File: config.mk
export PLATFORM = sky130hd
export DESIGN_NAME = conv1d_stream_unit
export DESIGN_NICKNAME = d
export VERILOG_FILES = /design/src/rtl/conv_pkg.sv /design/src/rtl/conv_tap_mac.sv /design/src/rtl/conv1d_stream_unit.sv
export SDC_FILE = /design/constraint.sdc
export NUM_CORES = 1
export LEC_CHECK = 0
export CORE_ASPECT_RATIO = 0.8
export CORE_UTILIZATION = 28
export DETAILED_ROUTE_END_ITERATION = 7
export HOLD_SLACK_MARGIN = 0.1
export PLACE_DENSITY = 0.43
export SYNTH_ARGS = -nofsm -noshare
export SYNTH_HDL_FRONTEND = slang
export SYNTH_SLANG_ARGS = --single-unit
File: constraint.sdc
create_clock -name clk -period 13.3 [get_ports clk]
set_input_delay 3.99 -clock clk [delete_from_list [all_inputs] [get_ports clk]]
set_output_delay 3.99 -clock clk [all_outputs]
set_load 0.01 [all_outputs]
File: src/rtl/conv_pkg.sv
// Shared types and size helpers for the 1-D convolution stream engine.
package conv_pkg;

  typedef enum logic [1:0] {
    IDLE,
    LOAD,
    STREAM
  } state_t;

  function automatic int calc_l(input int n, input int m);
    return n + m - 1;
  endfunction

  function automatic int calc_acc_w(input int dw, input int n, input int m);
    return 2 * dw + $clog2((n < m) ? n : m);
  endfunction

  function automatic int calc_idx_w(input int n, input int m);
    int l;
    l = n + m - 1;
    return ($clog2(l) > 1) ? $clog2(l) : 1;
  endfunction

endpackage

File: src/rtl/conv_tap_mac.sv
// Combinational y[k] of a full convolution: M masked multipliers and an adder tree.
module conv_tap_mac
  import conv_pkg::*;
#(
  parameter int DATA_W = 4,
  parameter int N = 4,
  parameter int M = 4,
  localparam int ACC_W = calc_acc_w(DATA_W, N, M),
  localparam int IDX_W = calc_idx_w(N, M)
) (
  input  logic [N*DATA_W-1:0] x,
  input  logic [M*DATA_W-1:0] h,
  input  logic                sgn,
  input  logic [IDX_W-1:0]    k,
  output logic [ACC_W-1:0]    y
);

  localparam int PW = 2 * DATA_W;

  logic [DATA_W-1:0] xs;
  logic [DATA_W-1:0] hs;
  logic [PW-1:0]     xe;
  logic [PW-1:0]     he;
  logic [PW-1:0]     p;
  logic [ACC_W-1:0]  pe;

  always_comb begin
    y  = '0;
    xs = '0;
    hs = '0;
    xe = '0;
    he = '0;
    p  = '0;
    pe = '0;
    for (int j = 0; j < M; j++) begin
      // Pick x[k-j]; stays zero when k-j falls outside the input (padding).
      xs = '0;
      for (int i = 0; i < N; i++) begin
        if (i + j == int'(k)) xs = x[i*DATA_W +: DATA_W];
      end
      hs = h[j*DATA_W +: DATA_W];
      xe = sgn ? PW'($signed(xs)) : PW'(xs);
      he = sgn ? PW'($signed(hs)) : PW'(hs);
      p  = xe * he;
      pe = sgn ? ACC_W'($signed(p)) : ACC_W'(p);
      y  = y + pe;
    end
  end

endmodule

File: src/rtl/conv1d_stream_unit.sv
// Sequential full 1-D convolution: latch operands, stream y[0..L-1] with backpressure.
module conv1d_stream_unit
  import conv_pkg::*;
#(
  parameter int DATA_W = 4,
  parameter int N = 4,
  parameter int M = 4,
  localparam int L = calc_l(N, M),
  localparam int ACC_W = calc_acc_w(DATA_W, N, M),
  localparam int IDX_W = calc_idx_w(N, M)
) (
  input  logic                clk,
  input  logic                rst,
  input  logic                in_valid,
  output logic                in_ready,
  input  logic                in_signed,
  input  logic [N*DATA_W-1:0] in_x,
  input  logic [M*DATA_W-1:0] in_h,
  input  logic                clear,
  output logic                out_valid,
  input  logic                out_ready,
  output logic [ACC_W-1:0]    out_data,
  output logic [IDX_W-1:0]    out_idx,
  output logic                out_last,
  output logic                busy
);

  state_t state;
  state_t nxt;

  logic [N*DATA_W-1:0] xr;
  logic [M*DATA_W-1:0] hr;
  logic                sr;
  logic [IDX_W-1:0]    k;
  logic [IDX_W-1:0]    kq;
  logic [ACC_W-1:0]    yk;
  logic                last_k;
  logic                hs;

  assign last_k   = (k == IDX_W'(L - 1));
  assign hs       = out_valid & out_ready;
  assign kq       = (state == LOAD) ? '0 : k + 1'b1;
  assign out_idx  = k;
  assign out_last = out_valid & last_k;
  assign busy     = (state != IDLE);

  conv_tap_mac #(
    .DATA_W(DATA_W),
    .N(N),
    .M(M)
  ) u_mac (
    .x(xr),
    .h(hr),
    .sgn(sr),
    .k(kq),
    .y(yk)
  );

  always_ff @(posedge clk or posedge rst) begin
    if (rst) state <= IDLE;
    else     state <= nxt;
  end

  always_comb begin
    nxt      = state;
    in_ready = 1'b0;
    unique case (state)
      IDLE: begin
        in_ready = 1'b1;
        if (in_valid) nxt = LOAD;
      end
      LOAD:   nxt = STREAM;
      STREAM: if (hs && last_k) nxt = IDLE;
      default: nxt = IDLE;
    endcase
    if (clear) nxt = IDLE;
  end

  always_ff @(posedge clk or posedge rst) begin
    if (rst) begin
      xr        <= '0;
      hr        <= '0;
      sr        <= 1'b0;
      k         <= '0;
      out_valid <= 1'b0;
      out_data  <= '0;
    end else if (clear) begin
      xr        <= '0;
      hr        <= '0;
      sr        <= 1'b0;
      k         <= '0;
      out_valid <= 1'b0;
    end else begin
      unique case (state)
        IDLE: begin
          if (in_valid) begin
            xr <= in_x;
            hr <= in_h;
            sr <= in_signed;
          end
        end
        LOAD: begin
          out_data  <= yk;
          k         <= '0;
          out_valid <= 1'b1;
        end
        STREAM: begin
          if (hs) begin
            if (last_k) begin
              out_valid <= 1'b0;
            end else begin
              out_data <= yk;
              k        <= k + 1'b1;
            end
          end
        end
        default: out_valid <= 1'b0;
      endcase
    end
  end

endmodule

==> results of run 1 <==
[how the worst max path moves through the flow]
stage                           from     endpoint  slack, ps  cells after the start
after detailed placement  out_idx[0]  out_data[9]       4180                     26
after global placement    out_idx[0]  out_data[9]       4350                     26
after global routing      out_idx[0]  out_data[9]       3300                     26
after CTS                 out_idx[0]  out_data[9]       4140                     26
after floorplan           out_idx[0]  out_data[8]       5730                     28
final                     out_idx[0]  out_data[9]       4140                     26
[power by group]
part	switching, W	internal (W)
registers	0.0000329	0.000172
logic	0.000129	0.0000904
clock network	0.0000732	0.0000726
[layer usage]
metal / GRT usage, % / part of all wire (%) / up-vias / wire length (um)
met4: 2.16 / 0.55 / 0 / 95
met5: 0 / 0 / - / 0
met1: 22.7 / 56 / 2405 / 9710
li1: - / - / 2697 / -
met3: 2.56 / 3.6 / 7 / 622
met2: 21.9 / 40 / 92 / 6890
[final cells by class]
class                      count  area [um2]  area share [%]
sequential                    49        1230            15.4
multi-input combinational    596        5050            63.3
timing repair buffer          61         593            7.42
inverter                     150         563            7.05
tap                          318         398            4.98
clock inverter                 3        28.8           0.360
clock buffer                   5         125            1.57
[layout by cell type, fill, tap and decap left out, drive strengths merged, types with 4 or more instances in the layout]
cell / Yosys / routed
and2: 35 / 35
nor2: 34 / 34
clkdlybuf4s50: 0 / 54
o21a: 4 / 4
mux2i: 5 / 5
nor2b: 15 / 15
xnor2: 44 / 44
nor3: 9 / 9
mux2: 4 / 4
clkbuf: 19 / 5
o41ai: 4 / 4
fa: 66 / 66
and3: 11 / 11
a22oi: 5 / 5
a21o: 11 / 11
nor3b: 4 / 4
inv: 149 / 151
xor2: 18 / 18
dfrtp: 49 / 49
ha: 79 / 79
o21ai: 17 / 17
nand3: 12 / 12
nand2: 111 / 111
a21oi: 63 / 63
nand2b: 7 / 7
buf: 6 / 7
[sequential cells by signal, indices dropped and copies added (netlist names)]
register,flops
out_idx,3
out_valid,1
hr,16
state,2
out_data,10
xr,16
sr,1
[Yosys cell counts, drive strengths merged, types with 3 or more instances]
cell type and count:
dfrtp 49, or2 3, o21ai 17, inv 149
fa 66, nor2b 15, a21boi 3, o21a 4
nand2 111, xor2 18, nor3b 4, xnor2 44
nand2b 7, o41ai 4, mux2 4, a211oi 3
mux2i 5, nor3 9, nor4 3, a21oi 63
and3 11, a22oi 5, clkbuf 19, a21o 11
buf 6, nor2 34, and2 35, nand3 12
ha 79
[stage by stage]
| stage | cell area [um2] | power, W |
|---|---|---|
| 2_1_floorplan | 6950 | 0.000338 |
| 3_5_place_dp | 7830 | 0.000431 |
| 6_report | 7990 | 0.000571 |
| 3_3_place_gp | 7830 | 0.000433 |
| 5_1_grt | 7990 | 0.000614 |
| 4_1_cts | 7990 | 0.000582 |
[cells by family after synthesis]
kind of cell | after synthesis | synth area share (%)
AOI/OAI and AO/OA | 128 | 12.0
xor gates and xnor gates | 65 | 8.92
adders and majority gates | 145 | 33.3
buffers and inverters | 175 | 9.62
DFF | 49 | 17.7
muxes | 9 | 1.37
and+or+nand+nor | 249 | 17.2
[critical path, stage by stage, from the launching register on]
cell	delay, ps
dfrtp_1	880
clkinv_1	460
ha_1	730
inv_1	320
nor2_2	390
o21ai_0	190
a221oi_2	620
nand3_1	190
fa_1	530
inv_1	40
ha_1	260
inv_1	50
fa_1	500
fa_1	550
inv_1	40
ha_1	310
a21oi_1	170
xnor2_1	200
xnor3_1	360
nor2_1	150
fa_1	470
fa_1	510
ha_1	240
o41ai_1	440
xnor2_1	180
xnor2_1	150
o21ai_1	70
==> flow_summary.yaml, run 1 <==
outcome:
  status: "complete, no violations"
timing:
  tns_ps: 0
  final.period_utilization_pct: 68.9
  maxSlewViolCount: 0
  finalHoldViolations: 0
  setup_ws_ps: 4140
  period_needed_ps: 9160
  tightest_slew_ps: 910
  clock.fmax_ghz: 0.109
  slew_headroom_pct: 39.2
  fin_skew_ps: 11.8
  whs_ps: 483
  finalSetupViolCount: 0
  rsz0062_at_grt: "false"
floorplan:
  die_h_um: 143
  dieArea_um2: 25400
  fp-row-count: 51
  num_io_pins: 55
  coreArea_um2: 24300
  die_w_um: 178
  start_util_pct: 28.6
critical_path:
  reg2reg_slack_ps: 4140
  path_class: "reg2reg"
  cp_max_fo: 27
  reg2regPathDepth: 26
  crit_path_end_kind: "flip-flop"
  cp.arrival_ps: 9320
  reg2reg_to: "out_data[9]"
  r2r-start: "out_idx[0]"
  cp.required_ps: 13460
  worstSetupStartpointType: "flip-flop"
power_and_ir_drop:
  powerDensity_nw_per_um2: 71.5
  leakagePower_nw: 3.88
  vdd_drop_max_mv: 0.0658
synthesis:
  ys_warn_count: 0
  yosys_register_bits: 49
  async_flop_share_pct: 100
  yosysTopAreaCellShare_pct: 19.0
  avgSynthCellArea_um2: 8.47
  synth_edf_count: 0
  netlist_area_um2: 6950
  yosysSeqAreaShare_pct: 17.7
  synth.largest_area_cell: "fa_1"
  synth-main-ff-cell: "dfrtp_1"
  synthesis.nets: 1003
  synthesis.instances: 820
  ys_top_cells_by_area: "fa_1 (19%), dfrtp_1 (18%), ha_1 (14%)"
  synth.distinct_cells: 59
clocking:
  htreeDepth: 2
  cts-resized-gates: 0
  root_buffer: "clkbuf_16"
  cts_setup_buffers: 0
  cts_buffers: 5
  clk_path_buf_depth: 2
  cts.clk_slew.worst_paths_ps: 80
  numClockSinks: 49
  hold_buffers: 0
  cts_tree: "yes"
  clk_latency_ps: 320
min_path:
  min_from: "out_data[2]"
  hp-class: "reg2reg"
  whs_path_depth: 2
  hold_end: "out_data[2]"
cells_and_area:
  area_growth_pct: 15.0
  drive_gt1_share_pct: 4.28
  final_util_pct: 32.9
  final_cells: 1182
  diodes: 0
  nFillCells: 2590
  nNetsFinal: 1046
global_routing:
  antenna_found_initial: 0
  grt_util_all_layers_pct: 14.8
  overflow: 0
  grt_max_degree: 50
  grt_pass1_wl_um: 29200
  grt_pass1_vias: 5293
route:
  drc_errors: 0
  dr.first_iter.drc_count: 202
  totalWireLength_um: 17300
  dr.pass1.iters: 4
  viasPerCell: 4.40
  antenna_left: 0
  wl_per_cell_um: 14.7
  via_count: 5201
place:
  portBuffers: 54
  gp_congestion: 0.857
  placed_cells: 1174
  dp_slack_ps: 4180
  hpwl_um: 14200
run:
  maxCapViolations: 0
(Power assumes the default switching activity.)
==> inputs of run 2 (changes only) <==
==> constraint.sdc (replaced) <==
create_clock -name clk -period 9.3 [get_ports clk]
set_input_delay 2.79 -clock clk [delete_from_list [all_inputs] [get_ports clk]]
set_output_delay 2.79 -clock clk [all_outputs]
set_load 0.01 [all_outputs]
==> run 2 against run 1 <==
  * Non-clock buffer count increased by 1
  * Critical path depth unchanged
  * Sequential power increased by 43%
  * Setup slack got worse by 3200 ps
  * Clock skew increased by 1.9 ps
  * Worst hold slack improved by 0.94 ps
  * Wire length increased by 1.8%
  * Clock-buffer cell count unchanged
  * Cell count about the same
  * Final area about the same
  * First-iteration DRC count increased by 34%
  * Utilization about the same
  * Largest cell class unchanged
  * Highest routed layer unchanged
==> flow_summary.yaml, run 2 (same netlist as run 1, synthesis figures left out) <==
outcome:
  status: "complete, no violations"
power_and_ir_drop:
  p_comb_share_pct: 38.8
  leakagePower_nw: 3.89
  p_sw_w: 0.000333
  vdd_drop_max_mv: 0.110
  switching_share_pct: 40.9
  power_frac_clock_pct: 25.0
  pwr-share-seq_pct: 36.2
  powerDensity_nw_per_um2: 102
  p_int_w: 0.000480
global_routing:
  grt_util_all_layers_pct: 14.9
  grt_pass1_vias: 5342
  grt_max_degree: 50
  antenna_found_initial: 0
  overflow: 0
  grt_pass1_wl_um: 29000
clocking:
  clk_latency_ps: 310
  clk_path_buf_depth: 2
  numClockSinks: 49
  cts_buffers: 5
  cts_setup_buffers: 0
  hold_buffers: 0
  cts-resized-gates: 0
  cts.clk_slew.worst_paths_ps: 80
  cts_tree: "yes"
  htreeDepth: 2
  root_buffer: "clkbuf_16"
route:
  totalWireLength_um: 17600
  via_count: 5313
  wl_per_cell_um: 14.9
  dr.pass1.iters: 4
  viasPerCell: 4.49
  dr.first_iter.drc_count: 270
  drc_errors: 0
  antenna_left: 0
timing:
  tns_ps: 0
  final.period_utilization_pct: 89.6
  slew_headroom_pct: 38.6
  finalHoldViolations: 0
  setup_ws_ps: 967
  rsz0062_at_grt: "false"
  whs_ps: 484
  fin_skew_ps: 13.7
  period_needed_ps: 8330
  maxSlewViolCount: 0
  clock.fmax_ghz: 0.120
  finalSetupViolCount: 0
  tightest_slew_ps: 918
min_path:
  hp-class: "reg2reg"
  hold_end: "out_data[3]"
  whs_path_depth: 2
  min_from: "out_data[3]"
cells_and_area:
  final_area_um2: 8000
  final_common_cell: "inv_1"
  most-common-layout-cells: "inv_1 (148), nand2_1 (111), ha_1 (79)"
  nNetsFinal: 1047
  diodes: 0
  area_growth_pct: 15.1
  final_util_pct: 32.9
  drive_gt1_share_pct: 4.39
  nFillCells: 2612
  seq_area_um2: 1230
  multiInputGateArea_um2: 5050
  reg_top3: "hr (16), xr (16), out_data (10)"
critical_path:
  cpPeakStageDelay_ps: 700
  crit_cells: 26
  crit_buf_inv: 5
  reg2regPathDepth: 26
  cp_max_fo: 17
  r2r-start: "out_idx[0]"
  cp.arrival_ps: 8490
  worstSetupStartpointType: "flip-flop"
  reg2reg_slack_ps: 970
  cp.required_ps: 9460
  critPathTopFamily: "adder cells"
  crit_path_end_kind: "flip-flop"
  reg2reg_to: "out_data[9]"
  path_class: "reg2reg"
  slowest_stage: "ha_1"
  timing.critical_path.mode_cell: "fa_1"
floorplan:
  start_util_pct: 28.6
  die_h_um: 143
  num_io_pins: 55
  dieArea_um2: 25400
  coreArea_um2: 24300
  fp-row-count: 51
  die_w_um: 178
run:
  maxCapViolations: 0
place:
  dpl_cell_area_um2: 7840
  hpwl_um: 14300
  dp_slack_ps: 1020
  portBuffers: 54
  gp_congestion: 0.810
run 2: power by group through the flow:
stage	Sequential, W	Clock [W]	Combinational (W)
4_1_cts	0.000295	0.000215	0.000321
5_1_grt	0.000301	0.000220	0.000358
6_report	0.000294	0.000204	0.000315
3_5_place_dp	0.000299	0	0.000319
3_3_place_gp	0.000300	0	0.000320
2_1_floorplan	0.000285	0	0.000198
run 2: per-stage QoR:
stage	total power, W	instances
final	0.000813	1183
after global routing	0.000879	1183
after CTS	0.000831	1183
after detailed placement	0.000618	1175
after global placement	0.000620	1175
after floorplan	0.000484	820
run 2: worst max path at each step:
stage                     from     endpoint
floorplan           out_idx[0]  out_data[8]
global placement    out_idx[0]  out_data[9]
detailed placement  out_idx[0]  out_data[9]
CTS                 out_idx[0]  out_data[9]
global route        out_idx[0]  out_data[9]
finish              out_idx[0]  out_data[9]
run 2: routing by layer:
layer  vias up  routed length [um]  GRT usage [%]
met1      2485                9470           22.4
met2       110                7350           22.7
met4         0                 160           2.65
met3        14                 645           2.10
li1       2704                   -              -
met5         -                   0              0
run 2: area by class of cell:
cell class | count | area share, %
inverter | 150 | 7.04
clock inverter | 3 | 0.360
tap | 318 | 4.98
timing repair buffer | 62 | 7.51
multi-input combinational | 596 | 63.2
clock buffer | 5 | 1.56
sequential | 49 | 15.3
run 2: tightest hold or removal path, cell delays in order (launching register included):
cell,delay [ps]
dfrtp_1,340
nand2_1,50
o21ai_0,60
==> inputs of run 3 (changes only) <==
--- a/config.mk
+++ b/config.mk
@@ -7,9 +7,11 @@
 export LEC_CHECK = 0
 export CORE_ASPECT_RATIO = 0.8
 export CORE_UTILIZATION = 28
+export CTS_BUF_LIST = sky130_fd_sc_hd__clkbuf_4 sky130_fd_sc_hd__clkbuf_8
 export DETAILED_ROUTE_END_ITERATION = 7
 export HOLD_SLACK_MARGIN = 0.1
 export PLACE_DENSITY = 0.43
+export SKIP_LAST_GASP = 1
 export SYNTH_ARGS = -nofsm -noshare
 export SYNTH_HDL_FRONTEND = slang
 export SYNTH_SLANG_ARGS = --single-unit
==> run 3 against run 2 <==
  * Clock skew is 0.86 ps higher
  * Fmax is 0.27% lower
  * Cell count stayed put
  * Combinational power hardly changed
  * Non-clock buffer count stayed put
  * Wire length hardly changed
  * Via count is 0.11% lower
  * Clock-buffer cell count stayed put
  * First-iteration DRC count is 4.4% higher
  * Clock power is 26% lower
  * Total power is 6.6% lower
  * Register-to-register slack worse by 20 ps
  * Largest cell class unchanged
  * Largest power group unchanged
==> flow_summary.yaml, run 3 (same netlist as run 1, synthesis figures left out) <==
outcome:
  status: "complete, no violations"
place:
  gp_congestion: 0.810
  portBuffers: 54
  placed_cells: 1175
  dp_slack_ps: 1020
  hpwl_um: 14300
power_and_ir_drop:
  pwr-share-seq_pct: 38.7
  powerDensity_nw_per_um2: 95.7
  p_comb_share_pct: 41.5
  p_sw_w: 0.000326
  leakagePower_nw: 3.86
  switching_share_pct: 43.0
  p_int_w: 0.000433
  power_frac_clock_pct: 19.8
  vdd_drop_max_mv: 0.110
route:
  viasPerCell: 4.49
  totalWireLength_um: 17600
  wl_per_cell_um: 14.9
  dr.first_iter.drc_count: 282
  drc_errors: 0
  via_count: 5307
  dr.pass1.iters: 5
  antenna_left: 0
cells_and_area:
  most-common-layout-cells: "inv_1 (148), nand2_1 (111), ha_1 (79)"
  area_growth_pct: 14.3
  diodes: 0
  final_common_cell: "inv_1"
  drive_gt1_share_pct: 4.39
  reg_top3: "hr (16), xr (16), out_data (10)"
  final_util_pct: 32.7
  final_cells: 1183
  nNetsFinal: 1047
timing:
  setup_ws_ps: 944
  final.period_utilization_pct: 89.8
  clock.fmax_ghz: 0.120
  finalHoldViolations: 0
  slew_headroom_pct: 35.2
  finalSetupViolCount: 0
  tns_ps: 0
  period_needed_ps: 8360
  whs_ps: 491
  maxSlewViolCount: 0
  fin_skew_ps: 14.6
  tightest_slew_ps: 970
  rsz0062_at_grt: "false"
critical_path:
  cp.required_ps: 9490
  reg2regPathDepth: 26
  cp.arrival_ps: 8550
  crit_path_end_kind: "flip-flop"
  cp_max_fo: 17
  path_class: "reg2reg"
  worstSetupStartpointType: "flip-flop"
global_routing:
  antenna_found_initial: 0
  grt_pass1_vias: 5348
  grt_max_degree: 50
  grt_pass1_wl_um: 29000
  grt_util_all_layers_pct: 15.0
  overflow: 0
clocking:
  cts_buffers: 5
  root_buffer: "clkbuf_8"
  htreeDepth: 2
  clk_path_buf_depth: 2
  hold_buffers: 0
  cts_tree: "yes"
  cts-resized-gates: 0
  clk_latency_ps: 340
  cts.clk_slew.worst_paths_ps: 110
  cts_setup_buffers: 0
  numClockSinks: 49
min_path:
  whs_path_depth: 2
  hp-class: "reg2reg"
floorplan:
  die_w_um: 178
  dieArea_um2: 25400
  start_util_pct: 28.6
  die_h_um: 143
  coreArea_um2: 24300
  fp-row-count: 51
  num_io_pins: 55
run:
  maxCapViolations: 0
-- run 3: layout make-up --
cell class / count / area (um2)
Fill cell: 2615 / 16400
Multi-Input combinational cell: 596 / 5050
Sequential cell: 49 / 1230
Timing Repair Buffer: 62 / 601
Inverter: 150 / 563
Tap cell: 318 / 398
Clock buffer: 5 / 68.8
Clock inverter: 3 / 28.8
-- run 3: stage by stage --
stage	total power (W)	area, um2
2_1_floorplan	0.000484	6950
3_5_place_dp	0.000618	7840
5_1_grt	0.000827	7940
3_3_place_gp	0.000620	7840
4_1_cts	0.000778	7940
6_report	0.000760	7940
-- run 3: worst max-delay path, stage by stage, from the launching register on --
cell and delay (ps):
dfrtp_1 360, clkinv_1 210, ha_1 700, inv_1 340, nor2_2 410, o21ai_0 210
a221oi_2 590, nand3_1 180, fa_1 530, inv_1 40, ha_1 260, inv_1 50
fa_1 500, fa_1 540, inv_1 40, ha_1 310, a21oi_1 170, xnor2_1 200
xnor3_1 370, nor2_1 150, fa_1 460, fa_1 510, ha_1 250, o41ai_1 440
xnor2_1 180, xnor2_1 140, o21ai_1 70
-- run 3: per-layer routing --
metal / vias up / GRT usage, % / routed length, um
li1: 2694 / - / -
met3: 15 / 2.10 / 651
met1: 2481 / 22.4 / 9430
met5: - / 0 / 0
met4: 0 / 2.79 / 181
met2: 117 / 22.7 / 7350
-- run 3: final timing paths --
kind                             start  slack [ps]     endpoint
hold / removal             out_data[3]         490  out_data[3]
setup / recovery            out_idx[0]         940  out_data[9]
hold reg to reg            out_data[3]         490  out_data[3]
max in group asynchronous          rst        5870     state[0]
min in group asynchronous          rst        2950       hr[13]
setup reg to reg            out_idx[0]         940  out_data[9]
-- run 3: power by group through the flow --
stage               sequential, W  clock (W)  combinational [W]
floorplan                0.000285          0           0.000198
global placement         0.000300          0           0.000320
detailed placement       0.000299          0           0.000319
CTS                      0.000295   0.000163           0.000321
global route             0.000301   0.000168           0.000358
finish                   0.000294   0.000151           0.000315
